[config.mk]
export PLATFORM = sky130hd
export DESIGN_NAME = seven_segment_scan_decoder_cgrundey_flat
export DESIGN_NICKNAME = d
export VERILOG_FILES = /design/src/rtl/seven_segment_scan_decoder_cgrundey_pkg.sv /design/src/rtl/seven_segment_scan_decoder_cgrundey_if.sv /design/src/rtl/seven_segment_pattern_decoder_cgrundey.sv /design/src/rtl/seven_segment_scan_decoder_cgrundey.sv /design/src/flat_wrapper.sv
export SDC_FILE = /design/constraint.sdc
export NUM_CORES = 1
export LEC_CHECK = 0
export CELL_PAD_IN_SITES_DETAIL_PLACEMENT = 1
export CELL_PAD_IN_SITES_GLOBAL_PLACEMENT = 2
export CORE_AREA = 2 2 71 107
export DETAILED_ROUTE_END_ITERATION = 7
export DIE_AREA = 0 0 73 109
export PLACE_DENSITY_LB_ADDON = 0.1
export SYNTH_ARGS = -nofsm -noshare
export SYNTH_HDL_FRONTEND = slang
export SYNTH_SLANG_ARGS = --single-unit
[constraint.sdc]
create_clock -name clk -period 5.52 [get_ports clk]
set_input_delay 1.104 -clock clk [delete_from_list [all_inputs] [get_ports clk]]
set_output_delay 1.104 -clock clk [all_outputs]
set_load 0.02 [all_outputs]
[src/rtl/seven_segment_scan_decoder_cgrundey_pkg.sv]
// Shared definitions for the seven-segment scan decoder: the active-low
// segment patterns (bit0 = a ... bit6 = g) and the scan FSM encodings.
package seven_segment_scan_decoder_cgrundey_pkg;

    localparam logic [6:0] SEG_0     = 7'b1000000;
    localparam logic [6:0] SEG_1     = 7'b1111001;
    localparam logic [6:0] SEG_2     = 7'b0100100;
    localparam logic [6:0] SEG_3     = 7'b0110000;
    localparam logic [6:0] SEG_4     = 7'b0011001;
    localparam logic [6:0] SEG_5     = 7'b0010010;
    localparam logic [6:0] SEG_6     = 7'b0000010;
    localparam logic [6:0] SEG_7     = 7'b1111000;
    localparam logic [6:0] SEG_8     = 7'b0000000;
    localparam logic [6:0] SEG_9     = 7'b0011000;
    localparam logic [6:0] SEG_A     = 7'b0001000;
    localparam logic [6:0] SEG_B     = 7'b0000011;
    localparam logic [6:0] SEG_C     = 7'b1000110;
    localparam logic [6:0] SEG_D     = 7'b0100001;
    localparam logic [6:0] SEG_E     = 7'b0000110;
    localparam logic [6:0] SEG_F     = 7'b0001110;
    localparam logic [6:0] SEG_BLANK = 7'b1111111;

    typedef enum logic [1:0] {
        ST_IDLE   = 2'd0,
        ST_SETTLE = 2'd1,
        ST_HELD   = 2'd2
    } scan_state_e;

    // Hex digit to its active-low segment pattern.
    function automatic logic [6:0] hex_to_seg(input logic [3:0] hex);
        logic [6:0] seg;
        case (hex)
            4'h0: seg = SEG_0;
            4'h1: seg = SEG_1;
            4'h2: seg = SEG_2;
            4'h3: seg = SEG_3;
            4'h4: seg = SEG_4;
            4'h5: seg = SEG_5;
            4'h6: seg = SEG_6;
            4'h7: seg = SEG_7;
            4'h8: seg = SEG_8;
            4'h9: seg = SEG_9;
            4'hA: seg = SEG_A;
            4'hB: seg = SEG_B;
            4'hC: seg = SEG_C;
            4'hD: seg = SEG_D;
            4'hE: seg = SEG_E;
            default: seg = SEG_F;
        endcase
        return seg;
    endfunction

endpackage

[src/rtl/seven_segment_scan_decoder_cgrundey_if.sv]
// Multiplexed display bus being snooped, plus the reconstructed digit view.
interface seven_segment_scan_decoder_cgrundey_if #(
    parameter int NUM_DIGITS = 4
);
    logic [6:0]              seg_in;
    logic [NUM_DIGITS-1:0]   an_in;
    logic [4*NUM_DIGITS-1:0] digits_out;
    logic [NUM_DIGITS-1:0]   digit_valid;
    logic                    frame_done;
    logic                    err_pulse;
    logic [2:0]              err_digit;

    // Side that drives the display bus and consumes the decoded view.
    modport master (
        output seg_in, an_in,
        input  digits_out, digit_valid, frame_done, err_pulse, err_digit
    );

    // The scan decoder itself.
    modport slave (
        input  seg_in, an_in,
        output digits_out, digit_valid, frame_done, err_pulse, err_digit
    );
endinterface

[src/rtl/seven_segment_pattern_decoder_cgrundey.sv]
// Combinational map from an active-low segment pattern to a hex value.
module seven_segment_pattern_decoder_cgrundey
    import seven_segment_scan_decoder_cgrundey_pkg::*;
(
    input  logic [6:0] seg,
    output logic       is_valid,
    output logic       is_blank,
    output logic [3:0] hex
);

    // Search the shared pattern table so the decoder never drifts from the driver.
    always_comb begin
        // NOTE: every output gets a default first so no path leaves one unassigned (no latch).
        is_valid = 1'b0;
        hex      = 4'h0;
        for (int i = 0; i < 16; i++) begin
            if (seg == hex_to_seg(4'(i))) begin
                is_valid = 1'b1;
                hex      = 4'(i);
            end
        end
        is_blank = (seg == SEG_BLANK);
    end

endmodule

[src/rtl/seven_segment_scan_decoder_cgrundey.sv]
// Snoops a time-multiplexed active-low seven-segment bus and rebuilds the
// hex value on each digit once the bus has been steady long enough.
module seven_segment_scan_decoder_cgrundey
    import seven_segment_scan_decoder_cgrundey_pkg::*;
#(
    parameter int NUM_DIGITS    = 4,
    parameter int STABLE_CYCLES = 8
) (
    input  logic clk,
    input  logic reset,
    seven_segment_scan_decoder_cgrundey_if.slave bus
);

    localparam int         SW       = NUM_DIGITS + 7;
    localparam logic [7:0] STABLE_N = 8'(STABLE_CYCLES);

    logic [SW-1:0]           s_d, s_q;
    logic                    s_changed;
    logic [7:0]              run_cnt;
    scan_state_e             state_q, state_d;
    logic                    capture;
    logic                    next_one_low;
    logic [NUM_DIGITS-1:0]   cap_sel;
    logic [2:0]              cap_idx;
    logic                    dec_valid, dec_blank;
    logic [3:0]              dec_hex;
    logic [NUM_DIGITS-1:0]   captured_q;
    logic [4*NUM_DIGITS-1:0] digits_q;
    logic [NUM_DIGITS-1:0]   valid_q;
    logic                    frame_q, err_q;
    logic [2:0]              err_digit_q;

    // True when exactly one active-low enable is asserted.
    function automatic logic exactly_one_low(input logic [NUM_DIGITS-1:0] an);
        int n;
        n = 0;
        for (int i = 0; i < NUM_DIGITS; i++) begin
            if (!an[i]) n++;
        end
        return (n == 1);
    endfunction

    assign s_d          = {bus.an_in, bus.seg_in};
    assign s_changed    = (s_d != s_q);
    assign next_one_low = exactly_one_low(s_d[SW-1:7]);
    assign cap_sel      = ~s_q[SW-1:7];

    // Index of the single enabled digit held in the input register.
    always_comb begin
        cap_idx = 3'd0;
        for (int i = 0; i < NUM_DIGITS; i++) begin
            if (cap_sel[i]) cap_idx = 3'(i);
        end
    end

    seven_segment_pattern_decoder_cgrundey u_decoder (
        .seg      (s_q[6:0]),
        .is_valid (dec_valid),
        .is_blank (dec_blank),
        .hex      (dec_hex)
    );

    // Input register and run-length counter (saturating, restarts at 1 on change).
    always_ff @(posedge clk) begin
        // NOTE: sequential state uses non-blocking assignments so every register samples pre-edge values.
        if (reset) begin
            s_q     <= '1;
            run_cnt <= 8'd0;
        end else begin
            s_q <= s_d;
            if (s_changed) begin
                run_cnt <= 8'd1;
            end else if (state_q == ST_SETTLE && run_cnt < STABLE_N) begin
                run_cnt <= run_cnt + 8'd1;
            end
        end
    end

    // FSM state register.
    always_ff @(posedge clk) begin
        if (reset) state_q <= ST_IDLE;
        else       state_q <= state_d;
    end

    // Next-state logic and capture strobe.
    always_comb begin
        state_d = state_q;
        capture = 1'b0;
        if (state_q == ST_SETTLE && run_cnt == STABLE_N) begin
            capture = 1'b1;
            state_d = ST_HELD;
        end
        if (s_changed) begin
            state_d = next_one_low ? ST_SETTLE : ST_IDLE;
        end
    end

    // Capture registers, error reporting and frame-completion mask.
    always_ff @(posedge clk) begin
        if (reset) begin
            digits_q    <= '0;
            valid_q     <= '0;
            captured_q  <= '0;
            frame_q     <= 1'b0;
            err_q       <= 1'b0;
            err_digit_q <= 3'd0;
        end else begin
            frame_q <= 1'b0;
            err_q   <= 1'b0;
            if (capture) begin
                for (int i = 0; i < NUM_DIGITS; i++) begin
                    if (cap_sel[i]) begin
                        if (dec_valid) digits_q[4*i +: 4] <= dec_hex;
                        valid_q[i] <= dec_valid;
                    end
                end
                if (!dec_valid && !dec_blank) begin
                    err_q       <= 1'b1;
                    err_digit_q <= cap_idx;
                end
                if ((captured_q | cap_sel) == '1) begin
                    frame_q    <= 1'b1;
                    captured_q <= '0;
                end else begin
                    captured_q <= captured_q | cap_sel;
                end
            end
        end
    end

    assign bus.digits_out  = digits_q;
    assign bus.digit_valid = valid_q;
    assign bus.frame_done  = frame_q;
    assign bus.err_pulse   = err_q;
    assign bus.err_digit   = err_digit_q;

endmodule

[src/flat_wrapper.sv]
// flat-port wrapper written by rule: the top's interface ports become plain ports
module seven_segment_scan_decoder_cgrundey_flat import seven_segment_scan_decoder_cgrundey_pkg::*;
#(
    parameter int NUM_DIGITS    = 4,
    parameter int STABLE_CYCLES = 8
)
  (clk, reset, bus_seg_in, bus_an_in, bus_digits_out, bus_digit_valid, bus_frame_done, bus_err_pulse, bus_err_digit);
  seven_segment_scan_decoder_cgrundey_if #(.NUM_DIGITS(NUM_DIGITS)) bus_i ();
  input  logic clk;
  input  logic reset;
  input wire logic [$bits(bus_i.seg_in)-1:0] bus_seg_in;
  input wire logic [$bits(bus_i.an_in)-1:0] bus_an_in;
  output wire logic [$bits(bus_i.digits_out)-1:0] bus_digits_out;
  output wire logic [$bits(bus_i.digit_valid)-1:0] bus_digit_valid;
  output wire logic [$bits(bus_i.frame_done)-1:0] bus_frame_done;
  output wire logic [$bits(bus_i.err_pulse)-1:0] bus_err_pulse;
  output wire logic [$bits(bus_i.err_digit)-1:0] bus_err_digit;
  assign bus_i.seg_in = bus_seg_in;
  assign bus_i.an_in = bus_an_in;
  assign bus_digits_out = bus_i.digits_out;
  assign bus_digit_valid = bus_i.digit_valid;
  assign bus_frame_done = bus_i.frame_done;
  assign bus_err_pulse = bus_i.err_pulse;
  assign bus_err_digit = bus_i.err_digit;
  seven_segment_scan_decoder_cgrundey #(.NUM_DIGITS(NUM_DIGITS), .STABLE_CYCLES(STABLE_CYCLES)) u_core (.clk(clk), .reset(reset), .bus(bus_i));
endmodule
---- Word level (Yosys, flattened, before mapping) ----
Cells that the tools add are included.
storage, ports and cells
  bits in writable memories ............... 0
  output and inout bits ................... 25
  bits in latches ......................... 0
  logic and storage cells ................. 111
  bits in registers ....................... 50
  bits in read-only memories .............. 0
  bits of input ports ..................... 13
  memories ................................ 0
cells by class
  shifts and indexed selects .............. 0
  multiply operators ...................... 0
  bitwise operators ....................... 3
  order comparisons ....................... 1
  add/sub/neg operators ................... 4
  mux-type cells .......................... 47
  reduce and logical (&&, ||, !) cells .... 19
  div/mod/pow operators ................... 0
  eq/ne operators ......................... 21
operator list
  cell                   number
  $mux 32                3
  $add 32x2->32 const B  2
  $mux 4                 15
  $eq 7x7->1 const B     5
  $eq 32x2->1 const B    1
  $mux 1                 25
  $eq 7x5->1 const B     3
  $eq 7x6->1 const B     3
  $eq 7x2->1 const B     2
  $eq 7x4->1 const B     2
  $reduce_and 3->1       4
  $ne 11x11->1           1
  $reduce_and 2->1       5
  $add 8x1->8 const B    1
  $eq 8x4->1 const B     1
  $lt 8x4->1 const B     1
  $mux 2                 4
  $eq 7x3->1 const B     1
  $logic_not 7->1        1
  $eq 4x4->1 const B     1
  $not 4->4              1
  $or 4x4->4             1
  $reduce_bool 2->1      2
  $reduce_or 2->1        2
  other kinds (5)        8

---- Longest topological paths before layout ----
  depth in word-level cells ............... 20
  mapped depth ............................ 9
  depth with buffers taken out ............ 9

---- Hierarchy ----
A second synthesis with hierarchy kept.
unflattened totals
  cell total of the unflattened synthesis .. 257
  area, all modules ....................... 2457.4 um2
modules (own cells, without submodules)
  module                                  area each (um2)  seq. area each (um2)  instances  cells an instance
  seven_segment_scan_decoder_cgrundey     2105.8           980.9                 1          203
  seven_segment_pattern_decoder_cgrundey  351.6            0.0                   1          54

---- Worst setup path after synthesis ----
OpenSTA, ideal clock, no wires.
  kind .................................... input -> register
  from .................................... input bus_an_in[0]
  to ...................................... register u_core.state_q[0]
  data arrival time ....................... 2.661 ns
  setup slack ............................. 2.800 ns
  path buffers ............................ 0
  cell stages on the path ................. 7
  required time ........................... 5.462 ns
  library setup time ...................... 0.058 ns
  cells stage by stage .................... inv_1 ha_1 xnor2_1 ha_1 or4_1 a21oi_1 o21a_1
between the ends
  word-level cells in the longest chain between the ends .. 10
  elaborated cells on any way between the ends .. 12
  those cells by class .................... 3 x add/sub; 2 x eq/ne; 6 x mux; 1 x reduce/logical
RTL lines
  item                  line                                       source
  from (decl)           flat_wrapper.sv:12                         input wire logic [$bits(bus_i.an_in)-1:0] bus_an_in;
  $mux 1                seven_segment_scan_decoder_cgrundey.sv:38  if (!an[i]) n++;
  $add 1x1->2           seven_segment_scan_decoder_cgrundey.sv:38
  $mux 32               seven_segment_scan_decoder_cgrundey.sv:38
  $add 32x2->32         seven_segment_scan_decoder_cgrundey.sv:38
  $mux 32               seven_segment_scan_decoder_cgrundey.sv:38
  $add 32x2->32         seven_segment_scan_decoder_cgrundey.sv:38
  $mux 32               seven_segment_scan_decoder_cgrundey.sv:38
  $eq 32x2->1           seven_segment_scan_decoder_cgrundey.sv:40  return (n == 1);
  $mux 1                seven_segment_scan_decoder_cgrundey.sv:94  state_d = next_one_low ? ST_SETTLE : ST_IDLE;
  $mux 2                seven_segment_scan_decoder_cgrundey.sv:93  if (s_changed) begin
  to (signal assigned)  seven_segment_scan_decoder_cgrundey.sv:82  else state_q <= state_d;
  to (decl)             seven_segment_scan_decoder_cgrundey.sv:20  scan_state_e state_q, state_d;
Several ways; a longest one is shown, not always the timed one.
A chain may end at the register's enable or synchronous reset.

---- Final worst setup path ----
Ends and elaborated chain as after synthesis.

==> flow_results.org <==
** Status
- The flow ran to the end, and the final reports show no timing, DRC or antenna violations.

** Clock tree
- TritonCTS buffer count :: 5
- TritonCTS built the clock tree.
- Number of sinks on the clock net :: 49
- CTS Hold Bufs :: 0
- Post-CTS setup buffer count :: 0
- CTS clock-pin slew for the worst setup and hold paths :: approximately 90 ps
- Clock tree synthesis selected as its root buffer the cell clkbuf_8.
- The clock reaches the later pin of the worst-skew pair after approximately 300 ps.
- No sink is reached through more buffers than the 2 on the longest clock path.
- H-Tree Level Count :: 2
- Post-cts gate resize count :: 0

** Setup path
- For the worst setup path, the data arrival time is about 3400 ps.
- Worst setup EP type :: flip-flop
- Critical path startpoint category :: input port
- Among the stages of the critical path, the cell type that occurs most often is ha_1.
- CP Cell Sequence :: clkdlybuf4s50_1 > inv_1 > ha_1 > xnor2_1 > ha_1 > or4_1 > a21oi_1 > o21a_1
- Data required time at the worst endpoint :: ~5800 ps
- Along the worst path, the maximum fanout reaches 3.
- The critical path is of the input port to flip-flop type.
- Critical path's slowest cell :: clkdlybuf4s50_1
- Crit path largest cell delay :: between 500 and 600 ps
- Measured in cells, the most critical reg-to-reg path has a length of 5.

** Floorplanning
- Floorplan row count :: 38
- Die Span Y :: roughly 110 um
- Area of the core :: 0.00708 mm^2
- Width of the die :: 73 um
- Initial Utilization :: 0.340
- Count of pins on the block boundary :: 38
- Total die area :: around 0.008 mm^2

** Cells and area
- Fin cells :: between 300 and 400
- The net count of the finished layout is around 310.
- Layout filler cell count :: slightly above 800
- Share of cells above drive strength 1 :: 0.102
- 0 antenna diodes ended up in the layout.
- Post-Route Utilization :: 0.409
- Area growth syn-to-layout :: 20.2%

** Synthesis
- Counting flops with a built-in enable in the synthesized netlist gives 0.
- Syn Nets :: approximately 280
- For this run, the leading register cell type out of synthesis is dfxtp_1.
- Counting flops with an async set or reset pin after synthesis yields a share of 0.
- Each instance of the synthesized netlist takes up on average just over 9 um^2.
- Most common cell in the netlist :: dfxtp_1
- Flip-flop and latch count after synthesis :: around 50
- Top cells by instance count after synthesis :: dfxtp_1 (49), nand2_1 (19), xnor2_1 (15), nor2_1 (14), inv_1 (12)
- Synthesized area :: ~0.0024 mm^2
- For this run, the register share of the synthesized area comes to 0.407.
- Number of warnings reported in the yosys synthesis log :: 0
- The largest total area in the synthesized netlist belongs to dfxtp_1.
- Library cells used by synthesis :: 53
- Main area contributors after synthesis :: dfxtp_1 (41%), xnor2_1 (5.5%), mux2i_1 (3.7%)
- The share of synthesized area in the top cell type comes to 0.407.
- Number of cells produced by synthesis :: around 260

** STA
- In this run the tightest slew margin relative to its limit is 0.499.
- # setup viols final :: 0
- The number of hold violations in the final report was 0.
- Share of the clock period used by the worst path after layout :: 0.565
- Maximum clock rate :: ~320 MHz
- Total negative slack for setup checks :: 0 ps
- Unrepaired setup endpoints after global routing :: no
- The max-slew violation total from the final report is 0.
- Shortest period the worst path allows :: 3120 ps
- Final Skew :: between 6 and 7 ps
- At the pin with the least slew margin, the transition time is approximately 750 ps.

** Global route
- The first global-routing pass estimated 10,400 um of wire.
- Vias in the first global route :: 2,015
- Global-route total usage across every layer :: 0.169
- The number of antenna violations at the first check in global routing is 0.
- Congestion Overflow GR :: 0
- Entering global routing, the biggest net connects 25 pins.

** Drt
- The first detailed-routing pass took 4 iterations.
- Using the TritonRoute via totals, the vias-per-cell ratio works out to 5.35.
- In this run the remaining antenna-violating nets after routing total 0.
- After detailed routing, the average wire length per cell comes to ~17 um.
- For this run, design rule violations remaining after detail routing come to 0.
- The routed design has 6320 um of wire.
- The routed layout has approximately 2,000 vias.
- First DRT Iteration DRCs :: 21

** Min path
- In this run the worst hold path is classified as flip-flop to flip-flop.
- The worst hold path was traced through 2 stages.

** Flow run
- Max capacitance violation total :: 0

** Power and ir drop
- Power density cells :: about 220 mW/mm^2
- Highest ir drop seen on vdd :: approximately 0.095 mV
- Summed over all cells, the static leakage comes to 1.08 nW.

** Placed design
- Routability Congestion :: between 0.8 and 0.9
- Placed Instances :: ~370
- HPWL reported at the end of detailed placement :: between 4000 and 5000 um
- Input/output buffers :: 36
==> layout by cell type, fill, tap and decap left out, types with 3 or more instances in the layout <==
cell	instances
nor3_1	6
and3_1	4
nor2_1	14
nor4bb_1	3
clkdlybuf4s50_1	36
o21ai_0	5
nor3b_1	3
nand3b_1	3
o22ai_1	3
dfxtp_1	49
o211ai_1	3
nor4_1	3
o21a_1	6
xnor2_1	15
a32o_1	6
a21oi_1	9
nand2_1	19
mux2i_1	9
a31oi_1	5
nor2b_1	11
o2bb2ai_1	4
inv_1	12
clkbuf_8	5
o21ai_1	3
or2_2	11
nand4_1	7
ha_1	5
nand3_1	3
==> registers in the layout, summed over array words and instances (netlist names) <==
register / flops
u_core.captured_q: 4
u_core.bus.err_digit: 2
u_core.bus.err_pulse: 1
u_core.state_q: 2
u_core.s_q: 11
u_core.bus.digits_out: 16
u_core.bus.digit_valid: 4
u_core.run_cnt: 8
u_core.bus.frame_done: 1
==> cell families (layout without fill, tap and decap cells) <==
| family | Yosys count | after routing | share of synthesized area |
|---|---|---|---|
| AO/OA/AOI/OAI | 55 | 55 | 0.170 |
| XOR/XNOR | 17 | 17 | 0.0618 |
| adder cells (fa/ha/maj) | 5 | 5 | 0.0260 |
| buffers and inverters | 26 | 57 | 0.0452 |
| flip-flops | 49 | 49 | 0.407 |
| multiplexers | 10 | 10 | 0.0436 |
| other | 1 | 1 | 0.00156 |
| AND/OR/NAND/NOR | 101 | 101 | 0.245 |
==> routing by layer <==
layer	up-vias	global-route usage	part of all wire
met5	-	0	0
met1	982	0.199	0.43
met4	0	0.0516	0.011
li1	1004	-	-
met2	18	0.313	0.54
met3	4	0.0194	0.015
==> layout make-up <==
cell class,count,area (um^2),share of cell area
multi-input cells,189,1320,0.456
well taps,80,100,0.0346
repair buffers,37,368,0.127
flip-flops and latches,49,981,0.339
inverters,12,45.0,0.0156
clock buffers,6,72.6,0.0251
clock inverters,2,10.0,0.00346
==> stage by stage <==
stage	total power [mW]	setup WS [ps]	hold slack, ps	instance area [um^2]
finish	0.642	2400	464	2900
floorplan	0.421	2800	432	2410
global route	0.673	2310	492	2900
detailed placement	0.446	2080	453	2810
global placement	0.445	2150	439	2810
CTS	0.653	2400	477	2900
==> where the power goes <==
part           internal, mW  total [mW]  switching [mW]
sequential            0.358       0.373          0.0149
clock                0.0881       0.205           0.117
combinational        0.0319      0.0631          0.0313
total                 0.478       0.642           0.163
==> worst max-delay path, delay by kind of cell <==
family	cells	cell delay (ps)
simple gates	1	490
fa+ha+maj	2	590
xor+xnor	1	270
compound gates	2	290
buf+inv	2	600
==> path summary, 6_finish.rpt <==
check                                        from                       end  slack, ps
worst max-delay path                 bus_an_in[0]         u_core.state_q[0]       2400
worst min-delay path            u_core.state_q[1]         u_core.state_q[1]        460
worst max register to register  u_core.run_cnt[4]  u_core.bus.digits_out[3]       3010
worst min register to register  u_core.state_q[1]         u_core.state_q[1]        460
No activity file was read; power rests on OpenSTA's default activity.
